### src/rtl/alu_issue_ctrl_if.sv
// Request/response handshake bundle for alu_issue_ctrl.
//   master : request producer / response consumer
//   slave  : alu_issue_ctrl
// Request side : req_valid_i, req_ready_o, req_op_i[3:0], req_a_i[31:0], req_b_i[31:0]
// Response side: rsp_valid_o, rsp_ready_i, rsp_result_o[31:0], rsp_zero_o, rsp_ovf_o, rsp_err_o
interface alu_issue_ctrl_if;
    logic        req_valid_i;
    logic        req_ready_o;
    logic [3:0]  req_op_i;
    logic [31:0] req_a_i;
    logic [31:0] req_b_i;
    logic        rsp_valid_o;
    logic        rsp_ready_i;
    logic [31:0] rsp_result_o;
    logic        rsp_zero_o;
    logic        rsp_ovf_o;
    logic        rsp_err_o;

    modport master (
        output req_valid_i, req_op_i, req_a_i, req_b_i, rsp_ready_i,
        input  req_ready_o, rsp_valid_o, rsp_result_o, rsp_zero_o, rsp_ovf_o, rsp_err_o
    );

    modport slave (
        input  req_valid_i, req_op_i, req_a_i, req_b_i, rsp_ready_i,
        output req_ready_o, rsp_valid_o, rsp_result_o, rsp_zero_o, rsp_ovf_o, rsp_err_o
    );
endinterface

### src/rtl/alu_issue_ctrl.sv
// alu_issue_ctrl: sequencing front-end for an external 32-bit carry-lookahead ALU.
// Accepts one request at a time, decodes the opcode into ALU control lines, drives
// registered operands, runs 1 (logic/add/sub), 2 (SLT) or 32 (shift-add MUL) ALU
// passes and returns a registered result with zero/overflow/error flags.
// Ports:
//   clk_i, rst_i          clock, synchronous active-high reset
//   bus (slave)           request/response handshake
//   alu_src1_o/alu_src2_o registered ALU operands
//   alu_less_o, alu_a_invert_o, alu_b_invert_o, alu_cin_o, alu_operation_o
//                         registered ALU controls
//   alu_result_i          combinational ALU result, sampled one edge after loading
module alu_issue_ctrl (
    input  logic                  clk_i,
    input  logic                  rst_i,
    alu_issue_ctrl_if.slave       bus,
    output logic [31:0]           alu_src1_o,
    output logic [31:0]           alu_src2_o,
    output logic                  alu_less_o,
    output logic                  alu_a_invert_o,
    output logic                  alu_b_invert_o,
    output logic                  alu_cin_o,
    output logic [1:0]            alu_operation_o,
    input  logic [31:0]           alu_result_i
);
    localparam logic [3:0] OP_AND  = 4'b0000;
    localparam logic [3:0] OP_OR   = 4'b0001;
    localparam logic [3:0] OP_ADD  = 4'b0010;
    localparam logic [3:0] OP_SUB  = 4'b0110;
    localparam logic [3:0] OP_SLT  = 4'b0111;
    localparam logic [3:0] OP_MUL  = 4'b1000;
    localparam logic [3:0] OP_NOR  = 4'b1100;
    localparam logic [3:0] OP_NAND = 4'b1101;

    typedef enum logic [2:0] {IDLE, EXEC, SLT1, SLT2, MUL, DONE} state_t;

    state_t      state_reg, state_next;
    logic [31:0] src1_reg, src1_next, src2_reg, src2_next;
    logic        less_reg, less_next, ainv_reg, ainv_next, binv_reg, binv_next;
    logic        cin_reg, cin_next;
    logic [1:0]  operation_reg, operation_next;
    logic [3:0]  op_reg, op_next;
    logic [31:0] m_reg, m_next, q_reg, q_next;
    logic [4:0]  count_reg, count_next;
    logic [31:0] result_reg, result_next;
    logic        zero_reg, zero_next, ovf_reg, ovf_next, err_reg, err_next;
    logic        ready_reg, ready_next, valid_reg, valid_next;

    logic        slt_ovf, slt_set;
    logic [31:0] m_shift, q_shift;

    // SLT pass 1 runs a SUB; the sign of the true difference is diff[31] corrected by overflow.
    assign slt_ovf = (src1_reg[31] != src2_reg[31]) && (alu_result_i[31] != src1_reg[31]);
    assign slt_set = alu_result_i[31] ^ slt_ovf;
    assign m_shift = m_reg << 1;
    assign q_shift = q_reg >> 1;

    always_ff @(posedge clk_i) begin
        if (rst_i) begin
            state_reg <= IDLE;
        end else begin
            state_reg <= state_next;
        end
    end

    always_comb begin
        state_next     = state_reg;
        src1_next      = src1_reg;
        src2_next      = src2_reg;
        less_next      = less_reg;
        ainv_next      = ainv_reg;
        binv_next      = binv_reg;
        cin_next       = cin_reg;
        operation_next = operation_reg;
        op_next        = op_reg;
        m_next         = m_reg;
        q_next         = q_reg;
        count_next     = count_reg;
        result_next    = result_reg;
        zero_next      = zero_reg;
        ovf_next       = ovf_reg;
        err_next       = err_reg;

        case (state_reg)
            IDLE: begin
                // ready_reg stays low for the first cycle out of reset, so gate on it too.
                if (bus.req_valid_i && ready_reg) begin
                    src1_next      = bus.req_a_i;
                    src2_next      = bus.req_b_i;
                    less_next      = 1'b0;
                    ainv_next      = 1'b0;
                    binv_next      = 1'b0;
                    cin_next       = 1'b0;
                    operation_next = 2'b00;
                    op_next        = bus.req_op_i;
                    state_next     = EXEC;
                    case (bus.req_op_i)
                        OP_AND:  operation_next = 2'b00;
                        OP_OR:   operation_next = 2'b01;
                        OP_ADD:  operation_next = 2'b10;
                        OP_SUB: begin
                            binv_next      = 1'b1;
                            cin_next       = 1'b1;
                            operation_next = 2'b10;
                        end
                        OP_NOR: begin
                            ainv_next      = 1'b1;
                            binv_next      = 1'b1;
                            operation_next = 2'b00;
                        end
                        OP_NAND: begin
                            ainv_next      = 1'b1;
                            binv_next      = 1'b1;
                            operation_next = 2'b01;
                        end
                        OP_SLT: begin
                            binv_next      = 1'b1;
                            cin_next       = 1'b1;
                            operation_next = 2'b10;
                            state_next     = SLT1;
                        end
                        OP_MUL: begin
                            // ALU accumulates P + (Q[0] ? M : 0) each pass.
                            src1_next      = 32'd0;
                            src2_next      = bus.req_b_i[0] ? bus.req_a_i : 32'd0;
                            operation_next = 2'b10;
                            m_next         = bus.req_a_i;
                            q_next         = bus.req_b_i;
                            count_next     = 5'd0;
                            state_next     = MUL;
                        end
                        default: begin
                            result_next = 32'd0;
                            zero_next   = 1'b1;
                            ovf_next    = 1'b0;
                            err_next    = 1'b1;
                            state_next  = DONE;
                        end
                    endcase
                end
            end
            EXEC: begin
                result_next = alu_result_i;
                zero_next   = (alu_result_i == 32'd0);
                err_next    = 1'b0;
                ovf_next    = 1'b0;
                if (op_reg == OP_ADD) begin
                    ovf_next = (src1_reg[31] == src2_reg[31]) && (alu_result_i[31] != src1_reg[31]);
                end else if (op_reg == OP_SUB) begin
                    ovf_next = (src1_reg[31] != src2_reg[31]) && (alu_result_i[31] != src1_reg[31]);
                end
                state_next = DONE;
            end
            SLT1: begin
                binv_next      = 1'b1;
                cin_next       = 1'b1;
                operation_next = 2'b11;
                less_next      = slt_set;
                state_next     = SLT2;
            end
            SLT2: begin
                result_next = alu_result_i;
                zero_next   = (alu_result_i == 32'd0);
                ovf_next    = 1'b0;
                err_next    = 1'b0;
                less_next   = 1'b0;
                state_next  = DONE;
            end
            MUL: begin
                src1_next  = alu_result_i;
                m_next     = m_shift;
                q_next     = q_shift;
                src2_next  = q_shift[0] ? m_shift : 32'd0;
                count_next = count_reg + 5'd1;
                if (count_reg == 5'd31) begin
                    result_next = alu_result_i;
                    zero_next   = (alu_result_i == 32'd0);
                    ovf_next    = 1'b0;
                    err_next    = 1'b0;
                    state_next  = DONE;
                end
            end
            DONE: begin
                if (bus.rsp_ready_i) begin
                    state_next = IDLE;
                end
            end
            default: state_next = IDLE;
        endcase

        ready_next = (state_next == IDLE);
        valid_next = (state_next == DONE);
    end

    always_ff @(posedge clk_i) begin
        if (rst_i) begin
            src1_reg      <= '0;
            src2_reg      <= '0;
            less_reg      <= 1'b0;
            ainv_reg      <= 1'b0;
            binv_reg      <= 1'b0;
            cin_reg       <= 1'b0;
            operation_reg <= 2'b00;
            op_reg        <= 4'd0;
            m_reg         <= '0;
            q_reg         <= '0;
            count_reg     <= '0;
            result_reg    <= '0;
            zero_reg      <= 1'b0;
            ovf_reg       <= 1'b0;
            err_reg       <= 1'b0;
            ready_reg     <= 1'b0;
            valid_reg     <= 1'b0;
        end else begin
            src1_reg      <= src1_next;
            src2_reg      <= src2_next;
            less_reg      <= less_next;
            ainv_reg      <= ainv_next;
            binv_reg      <= binv_next;
            cin_reg       <= cin_next;
            operation_reg <= operation_next;
            op_reg        <= op_next;
            m_reg         <= m_next;
            q_reg         <= q_next;
            count_reg     <= count_next;
            result_reg    <= result_next;
            zero_reg      <= zero_next;
            ovf_reg       <= ovf_next;
            err_reg       <= err_next;
            ready_reg     <= ready_next;
            valid_reg     <= valid_next;
        end
    end

    assign bus.req_ready_o  = ready_reg;
    assign bus.rsp_valid_o  = valid_reg;
    assign bus.rsp_result_o = result_reg;
    assign bus.rsp_zero_o   = zero_reg;
    assign bus.rsp_ovf_o    = ovf_reg;
    assign bus.rsp_err_o    = err_reg;

    assign alu_src1_o      = src1_reg;
    assign alu_src2_o      = src2_reg;
    assign alu_less_o      = less_reg;
    assign alu_a_invert_o  = ainv_reg;
    assign alu_b_invert_o  = binv_reg;
    assign alu_cin_o       = cin_reg;
    assign alu_operation_o = operation_reg;
endmodule

### src/flat_wrapper.sv
// flat-port wrapper written by rule: the top's interface ports become plain ports
module alu_issue_ctrl_flat 
  (clk_i, rst_i, alu_src1_o, alu_src2_o, alu_less_o, alu_a_invert_o, alu_b_invert_o, alu_cin_o, alu_operation_o, alu_result_i, bus_req_valid_i, bus_req_op_i, bus_req_a_i, bus_req_b_i, bus_rsp_ready_i, bus_req_ready_o, bus_rsp_valid_o, bus_rsp_result_o, bus_rsp_zero_o, bus_rsp_ovf_o, bus_rsp_err_o);
  alu_issue_ctrl_if bus_i ();
  input  logic clk_i;
  input  logic rst_i;
  output logic [31:0] alu_src1_o;
  output logic [31:0] alu_src2_o;
  output logic alu_less_o;
  output logic alu_a_invert_o;
  output logic alu_b_invert_o;
  output logic alu_cin_o;
  output logic [1:0] alu_operation_o;
  input  logic [31:0] alu_result_i;
  input wire logic [$bits(bus_i.req_valid_i)-1:0] bus_req_valid_i;
  input wire logic [$bits(bus_i.req_op_i)-1:0] bus_req_op_i;
  input wire logic [$bits(bus_i.req_a_i)-1:0] bus_req_a_i;
  input wire logic [$bits(bus_i.req_b_i)-1:0] bus_req_b_i;
  input wire logic [$bits(bus_i.rsp_ready_i)-1:0] bus_rsp_ready_i;
  output wire logic [$bits(bus_i.req_ready_o)-1:0] bus_req_ready_o;
  output wire logic [$bits(bus_i.rsp_valid_o)-1:0] bus_rsp_valid_o;
  output wire logic [$bits(bus_i.rsp_result_o)-1:0] bus_rsp_result_o;
  output wire logic [$bits(bus_i.rsp_zero_o)-1:0] bus_rsp_zero_o;
  output wire logic [$bits(bus_i.rsp_ovf_o)-1:0] bus_rsp_ovf_o;
  output wire logic [$bits(bus_i.rsp_err_o)-1:0] bus_rsp_err_o;
  assign bus_i.req_valid_i = bus_req_valid_i;
  assign bus_i.req_op_i = bus_req_op_i;
  assign bus_i.req_a_i = bus_req_a_i;
  assign bus_i.req_b_i = bus_req_b_i;
  assign bus_i.rsp_ready_i = bus_rsp_ready_i;
  assign bus_req_ready_o = bus_i.req_ready_o;
  assign bus_rsp_valid_o = bus_i.rsp_valid_o;
  assign bus_rsp_result_o = bus_i.rsp_result_o;
  assign bus_rsp_zero_o = bus_i.rsp_zero_o;
  assign bus_rsp_ovf_o = bus_i.rsp_ovf_o;
  assign bus_rsp_err_o = bus_i.rsp_err_o;
  alu_issue_ctrl u_core (.clk_i(clk_i), .rst_i(rst_i), .bus(bus_i), .alu_src1_o(alu_src1_o), .alu_src2_o(alu_src2_o), .alu_less_o(alu_less_o), .alu_a_invert_o(alu_a_invert_o), .alu_b_invert_o(alu_b_invert_o), .alu_cin_o(alu_cin_o), .alu_operation_o(alu_operation_o), .alu_result_i(alu_result_i));
endmodule
### config.mk
export PLATFORM = sky130hd
export DESIGN_NAME = alu_issue_ctrl_flat
export DESIGN_NICKNAME = d
export VERILOG_FILES = /design/src/rtl/alu_issue_ctrl_if.sv /design/src/rtl/alu_issue_ctrl.sv /design/src/flat_wrapper.sv
export SDC_FILE = /design/constraint.sdc
export NUM_CORES = 1
export LEC_CHECK = 0
export BUFFER_PORTS_ARGS = -buffer_cell sky130_fd_sc_hd__buf_2
export CORE_MARGIN = 3
export CORE_UTILIZATION = 48
export CTS_CLUSTER_SIZE = 28
export DETAILED_ROUTE_END_ITERATION = 10
export GPL_ROUTABILITY_DRIVEN = 0
export MAX_ROUTING_LAYER = met4
export PLACE_DENSITY = 0.76
export SLEW_MARGIN = 25
export SYNTH_ARGS = -nofsm -noshare
export SYNTH_HDL_FRONTEND = slang
export SYNTH_SLANG_ARGS = --single-unit
### constraint.sdc
create_clock -name clk_i -period 1.86 [get_ports clk_i]
set_clock_uncertainty 0.1 [all_clocks]
set_input_delay 0 -clock clk_i [delete_from_list [all_inputs] [get_ports clk_i]]
set_output_delay 0 -clock clk_i [all_outputs]
set_load 0.05 [all_outputs]
== Yosys cells after proc, flatten, opt, wreduce, memory -nomap -nowiden ==
Cells that the tools add are included.

* Register bits: 182

* Add/sub/neg operators: 1
* Equal/unequal tests: 23
* Mux-type cells: 49
* Bitwise logic cells: 1
* Reductions and logical operators: 27

{| class="wikitable"
|+ Operators with widths
! operator !! number
|-
| 2-to-1 mux 32 bit || 11
|-
| case mux 32 bit (2 select lines) || 3
|-
| case mux 32 bit (3 select lines) || 1
|-
| 2-to-1 mux 31 bit || 2
|-
| case mux 31 bit (2 select lines) || 1
|-
| logical NOT 32 bit || 1
|-
| case mux 3 bit (5 select lines) || 1
|-
| 2-to-1 mux 1 bit || 14
|-
| == test 4 x 3 -> 1 bit (second input constant) || 3
|-
| == test 4 bit (second input constant) || 3
|-
| 2-to-1 mux 5 bit || 2
|-
| case mux 5 bit (2 select lines) || 1
|-
| == test 3 bit (second input constant) || 3
|-
| 2-to-1 mux 3 bit || 3
|-
| case mux 1 bit (3 select lines) || 3
|-
| case mux 3 bit (3 select lines) || 1
|-
| == test 4 x 2 -> 1 bit (second input constant) || 2
|-
| case mux 2 bit (2 select lines) || 2
|-
| AND reduction 2 bit || 4
|-
| AND reduction 4 bit || 2
|-
| OR reduction 2 bit || 4
|-
| OR reduction 4 bit || 2
|-
| OR reduction 8 bit || 1
|-
| == test 3 x 2 -> 1 bit (second input constant) || 2
|-
| 20 further kinds || 29
|}

== Depth between registers and ports, before layout ==
Gate-level depths: netlist of the first run.

* Depth after elaboration: 6
* Gate-level depth with buffers: 9

== Worst setup path before layout of the first run ==
OpenSTA, ideal clock, no wires.

* Kind: flip-flop to flip-flop
* Start: reg u_core.ready_reg (netlist: u_core.bus.req_ready_o)
* End: reg u_core.result_reg[10] (netlist: u_core.bus.rsp_result_o[10])
* Arrival time: 2,009 ps
* Path slack: -321 ps
* Cell stages (with the launch flop): 7
* Buffers on the path: 2
* Clock period less this slack: 2,181 ps
* Cell sequence: dfxtp_1 -> nand3b_1 -> a2111oi_2 -> or3_1 -> buf_2 -> buf_4 -> mux2i_1

* Cells in the longest elaborated chain, start to end: 3

{| class="wikitable"
|+ RTL lines
! element !! RTL line !! RTL
|-
| start: declaration || alu_issue_ctrl.sv:46 || <nowiki>logic ready_reg, ready_next, valid_reg, valid_next;</nowiki>
|-
| start signal: assignment || alu_issue_ctrl.sv:229 || <nowiki>ready_reg <= ready_next;</nowiki>
|-
| logical AND 1 bit || alu_issue_ctrl.sv:86 || <nowiki>if (bus.req_valid_i && ready_reg) begin</nowiki>
|-
| != test 2 x 1 -> 1 bit (no line) || - ||
|-
| AND reduction 4 bit (no line) || - ||
|-
| end signal: assignment || alu_issue_ctrl.sv:225 || <nowiki>result_reg <= result_next;</nowiki>
|-
| end: declaration || alu_issue_ctrl.sv:44 || <nowiki>logic [31:0] result_reg, result_next;</nowiki>
|}

No other way between the ends.
A chain may end at the register's enable or synchronous reset.

== Worst setup path after layout of the first run ==
* Start: reg u_core.state_reg[1]
* End: reg u_core.result_reg[19] (netlist: u_core.bus.rsp_result_o[19])

* Cells in the longest elaborated chain, start to end: 4
* Elaborated cells on any way between the ends: 11
* Those cells by class: eq/ne: 6; mux: 1; reduce/logical: 4

{| class="wikitable"
|+ RTL lines
! element !! RTL line !! RTL
|-
| start: declaration || alu_issue_ctrl.sv:36 || <nowiki>state_t state_reg, state_next;</nowiki>
|-
| start signal: assignment || alu_issue_ctrl.sv:61 || <nowiki>state_reg <= state_next;</nowiki>
|-
| == test 3 x 2 -> 1 bit or == test 3 x 1 -> 1 bit (tied branches) || alu_issue_ctrl.sv:83 || <nowiki>case (state_reg)</nowiki>
|-
| OR reduction 2 bit (no line) || - ||
|-
| nonzero test 3 bit (no line) || - ||
|-
| AND reduction 4 bit (no line) || - ||
|}

Several ways; a longest one is shown, not always the timed one.

==> run metrics, run 1 <==
Finished Layout Cells 1497; max-capacitance violation count 0; DR WL/cell 20.46 um; critical path peak fanout 16; Mapped Area 8295 um^2; Ports 211; area grow syn2layout 42.10%; Synth top area share 0.4368; routed wire length ~30000 um; Starting Density 0.4950; Initial DRC Count 1121; Clock Latency Late Sink 430 ps; synth top area cells dfxtp_1 (44%), nand2_1 (8.9%), a21oi_1 (6.3%), a311oi_1 (5.1%), mux2i_1 (4.7%); CTS HTree Levels 4; # DRC 0; IR drop worst, VDD around 830 uV; Seq/Total Area, Yosys 0.4368; Synth Area in XOR/XNOR 0.004223; nets@finish 1369; crit path from u_core.state_reg[1]$_SDFF_PP0_; via count of the routed design just over 9k; root buffer cell clkbuf_16; syn_nets 1078; Die ar. 18900 um^2; minimum clock period around 1900 ps; global-route wire length before repair 45770 um; final setup fails 27; Post-Synth Simple-Gate Area 0.1890; Synth warnings 0; Pwr Total between 0.01 and 0.015 W; number of flops mapped to enable cells by yosys 0; failing checks negative setup slack; main combinational cell family by area after synthesis compound AO/OA/AOI/OAI gates; Worst Hold Path Cells 3; final period utilization 1.036; CTS tree yes; Least-Margin Pin Slew 732.8 ps; Placed Cells between 1k and 1.5k; Clock transition at path regs roughly 70 ps; Post-DRT Antenna Nets 0; Chip Width 137.5 um; Main synth FF type dfxtp_1; num rows 47; nature of the critical path startpoint flip-flop; DRT Pass-1 Iters 7; largest net degree at the start of global routing 80; WP data required around 2100 ps; die height 137.5 um; post-DP HPWL 18580 um; RSZ-0062 raised after global routing yes; PnR worst setup slack -67.68 ps; achievable frequency 518.8 MHz; count leader, synth nand2_1; maximum clock path buffer count 2; Syn Area/Cell 8.534 um^2; Worst setup EP type flip-flop; filler instances 1244; clk sink count approximately 180; total gr overflow 0; Data arrival, critical path 2180 ps; total CTS buffers 17; Hold Vio Cnt, Final 0; Setup CP Type flip-flop to flip-flop; global-route usage over all layers 0.3150; Seq cells post-synth 181; antenna violations before repair 0; dpl ws -122.8 ps; Power Density roughly 1200 nW/um^2; number of I/O port buffers 210; Setup TNS Final -521.5 ps; adder and majority gate portion of the synthesized area 0.003017; Reg2Reg Launch Point u_core.state_reg[1]$_SDFF_PP0_; Lkg Pwr approximately 4.9 nW; share of cells above drive strength 1 0.2759; Post-DP Area just under 10000 um^2; dominant cell type by area after synthesis dfxtp_1; post-synthesis compound-gate area fraction 0.2593; FFs w/ async S/R, synth 0; status finished with violations; hold path startpoint bus_req_b_i[0]; Cell variety after synth 50; Syn Inst Count 972; design area around 12000 um^2; min-delay worst type input port to flip-flop; Core ar. 16760 um^2; relative max-transition margin 0.5115; vias in the first global route 8642; Final Max Slew Viols 0; synth cell count leaders nand2_1 (196), dfxtp_1 (181), a21oi_1 (105); routed vias/inst 6.138; r2r worst-path depth 6; post-synthesis mux area share 0.04706
==> final timing paths <==
check	slack [ps]	endpoint
max	-70	u_core.bus.rsp_result_o[19]$_SDFFE_PP0P_
min	90	u_core.alu_src2_o[0]$_SDFFE_PP0P_
max reg2reg	-70	u_core.bus.rsp_result_o[19]$_SDFFE_PP0P_
min reg2reg	360	u_core.bus.rsp_result_o[1]$_SDFFE_PP0P_
==> critical path, stage by stage, from the launching register on <==
cell and delay [ps]:
dfxtp_2 360, buf_4 160, or3b_4 460, a21oi_4 300
clkbuf_16 240, nand2_1 70, mux2i_1 150
==> repair_timing <==
action,CTS,global route
gates resized for setup,2,33
hold buffers,102,0
buffers inserted,0,12
endpoints found under the setup margin,34,123
hold endpoints to repair,177,0
gates cloned,1,7
pin swaps,1,11
==> metal layers <==
layer,wire (um),share of wire,vias up,global-route usage
met5,0,0,-,-
met4,1026,0.034,0,0.1369
met3,3204,0.10,83,0.05953
met2,14060,0.46,604,0.4734
met1,12330,0.40,4318,0.4151
li1,-,-,4184,-
==> power by group <==
part | internal [W] | switching, W
registers | 0.00452 | 0.000398
logic | 0.00204 | 0.00359
clock network | 0.00186 | 0.00160
==> layout make-up <==
type                    count  area, um^2  area share
repair buffers            376        3008      0.2552
well taps                 220       275.3     0.02335
inverters                   2       7.507   0.0006369
clock inverters            13       122.6     0.01040
diodes                      1       2.502   0.0002123
multi-input cells         685        4308      0.3655
clock buffers              19       432.9     0.03673
flip-flops and latches    181        3631      0.3080
==> through the flow <==
stage	utilization	hold slack, ps
detailed placement	0.5833	188.5
finish	0.7033	93.37
global placement	0.5833	176.4
CTS	0.6792	73.48
floorplan	-	42.18
global route	0.7032	85.40
==> cells by family after synthesis <==
kind of cell | after synthesis
multiplexers | 39
buffers and inverters | 106
flip-flops | 181
AND/OR/NAND/NOR | 351
adder cells (fa/ha/maj) | 2
XOR/XNOR | 4
AO/OA/AOI/OAI | 289
==> layout by cell type, fill, tap and decap left out, types with 3 or more instances in the layout <==
master and n:
mux2i_1 38, buf_6 6, nand4_1 5, a311oi_2 13
a311oi_1 48, buf_4 34, nor2_4 3, dfxtp_2 3
clkinv_4 3, o21ai_0 7, nand3_1 32, and3_1 34
nor4_1 9, a211oi_1 37, dlygate4sd3_1 99, o31ai_1 31
nor2_1 49, a21oi_1 96, dlymetal6s4s_1 3, nand2_1 195
xnor2_1 3, dfxtp_1 177, clkbuf_16 24, a222oi_1 32
buf_12 20, nand2b_1 5, nor3_1 4, a21oi_2 9
inv_6 4, buf_2 205
No activity file was read; power rests on OpenSTA's default activity.
==> inputs of run 2 (changes only) <==
- ABC_AREA: not set -> 1
==> run 2 against run 1 <==
The run now ends clean. Non-clock buffer count down 23. Global-route usage fell by 3.2 points. Register-to-register slack better by 70 ps. Critical path depth up 4. First-iteration DRC count fell by 18%. Sequential power up 20%. Critical endpoint is now u_core.bus.rsp_result_o[13]$_SDFFE_PP0P_. Largest power group unchanged. Highest routed layer unchanged.
==> run metrics, run 2 <==
status complete, no violations; Synth top area share 0.4293; Syn Inst Count 1270; number of flops mapped to enable cells by yosys 0; achievable frequency 539.6 MHz; num rows 47; crit path from u_core.count_reg[0]$_SDFFE_PP0P_; global-route usage over all layers 0.2834; total CTS buffers 17; root buffer cell clkbuf_16; hold slack between 30 and 40 ps; dpl ws 45.21 ps; Post-Synth Simple-Gate Area 0.2637; max-capacitance violation count 0; Seq/Total Area, Yosys 0.4293; share of cells above drive strength 1 0.2014; synth top area cells dfxtp_1 (43%), nand2_1 (14%), o21ai_0 (9.7%), a21oi_1 (7.6%), nor2_1 (6.7%); Power Density 1777 nW/um^2; Hold Vio Cnt, Final 0; Setup CP Type flip-flop to flip-flop; DR WL/cell 15.50 um; post-synthesis mux area share 0; Main synth FF type dfxtp_1; clk sink count between 150 and 200; die height 138.6 um; adder and majority gate portion of the synthesized area 0.002965; number of I/O port buffers 210; Starting Density 0.5001; Reg2Reg Launch Point u_core.count_reg[0]$_SDFFE_PP0P_; area grow syn2layout 38.22%; final period utilization 0.9963; via count of the routed design roughly 9.6k; min-delay worst type input port to flip-flop; nature of the critical path startpoint flip-flop; vias in the first global route 8496; DRT Pass-1 Iters 7; Lkg Pwr 5.271 nW; commonest non-fill, non-tap cells in the layout nand2_1 (318), buf_2 (210), dfxtp_1 (179); Synth Area in XOR/XNOR 0; WP data required around 2100 ps; dominant cell type by area after synthesis dfxtp_1; Clock Latency Late Sink around 430 ps; relative max-transition margin 0.6788; post-DP HPWL 18510 um; PnR worst setup slack 6.798 ps; nets@finish 1657; # DRC 0; CTS HTree Levels 4; Core ar. 16880 um^2; Pwr Total just over 0.02 W; Initial DRC Count 923; post-synthesis compound-gate area fraction 0.2135; Seq cells post-synth 181; synth cell count leaders nand2_1 (320), dfxtp_1 (181), o21ai_0 (164); syn_nets 1376; Least-Margin Pin Slew 481.8 ps; count leader, synth nand2_1; Die ar. 19210 um^2; Syn Area/Cell 6.646 um^2; routed vias/inst 5.357; Post-DRT Antenna Nets 0; filler instances 1369; hold path startpoint rst_i; diode count 0; global-route wire length before repair 44150 um; IR drop worst, VDD roughly 1300 uV; largest net degree at the start of global routing 64; Ports 211; routed wire length 27660 um; Cell variety after synth 27; critical path peak fanout 20; Chip Width 138.6 um; total gr overflow 0; CTS tree yes; final setup fails 0; Synth warnings 0; Data arrival, critical path 2070 ps; FFs w/ async S/R, synth 0; antenna violations before repair 0; Final Max Slew Viols 0; most common cell after layout, fill and taps aside nand2_1; Worst setup EP type flip-flop; Clock transition at path regs 70 ps; maximum clock path buffer count 2; minimum clock period 1853 ps; main combinational cell family by area after synthesis simple AND/OR/NAND/NOR gates; Mapped Area 8441 um^2
run 2: path summary, 6_finish.rpt:
check	end	slack, ps	depth (start not counted)
worst min-delay path	u_core.alu_less_o$_SDFFE_PP0P_	40	3
worst max-delay path	u_core.bus.rsp_result_o[13]$_SDFFE_PP0P_	7	10
worst max register to register	u_core.bus.rsp_result_o[13]$_SDFFE_PP0P_	7	10
worst min register to register	u_core.q_reg[26]$_SDFFE_PP0P_	350	2
run 2: cell type report:
type,count,area [um^2],area share
sequential,181,3626,0.3108
multi-input combinational,905,4139,0.3548
clock buffer,18,429.2,0.03679
timing repair buffer,353,2575,0.2207
tap,220,275.3,0.02360
inverter,93,352.8,0.03024
clock inverter,14,269.0,0.02306
run 2: timing repair:
item,CTS,global route
hold buffers,102,0
buffers inserted,0,3
gates resized for setup,0,24
endpoints found under the setup margin,0,61
hold endpoints to repair,173,0
run 2: per-layer routing:
| metal | part of all wire | vias up | track usage |
|---|---|---|---|
| met4 | 0.027 | 0 | 0.09724 |
| met3 | 0.085 | 74 | 0.04828 |
| met1 | 0.45 | 4284 | 0.4026 |
| li1 | - | 4711 | - |
| met2 | 0.44 | 488 | 0.4090 |
| met5 | 0 | - | - |
run 2: logic make-up (layout without fill, tap and decap cells):
group,after synthesis,in the layout
AND/OR/NAND/NOR,557,557
flip-flops,181,181
AO/OA/AOI/OAI,346,346
adder cells (fa/ha/maj),2,2
buffers and inverters,184,478
run 2: critical path, stage by stage, from the launching register on:
cell and delay [ps]:
dfxtp_2 320, ha_1 190, nand2_1 100, nor2_2 40, ha_2 190, a21oi_4 150, nor2_4 50, buf_12 140
clkbuf_16 180, a21oi_1 180, nor2_1 80
run 2: stage by stage:
| step | instance area [um^2] | instances | setup TNS, ps | utilization |
|---|---|---|---|---|
| floorplan | 8441 | 1270 | 0 | - |
| global placement | 9802 | 1646 | 0 | 0.5808 |
| detailed placement | 9802 | 1646 | 0 | 0.5808 |
| CTS | 11520 | 1780 | 0 | 0.6826 |
| global route | 11670 | 1784 | -217.9 | 0.6912 |
| finish | 11670 | 1784 | 0 | 0.6912 |
run 2: report_power, final:
part | internal, W | leakage (nW) | switching [W]
sequential | 0.00520 | 1.48 | 0.000700
clock | 0.00268 | 0.332 | 0.00159
combinational | 0.00306 | 3.46 | 0.00750
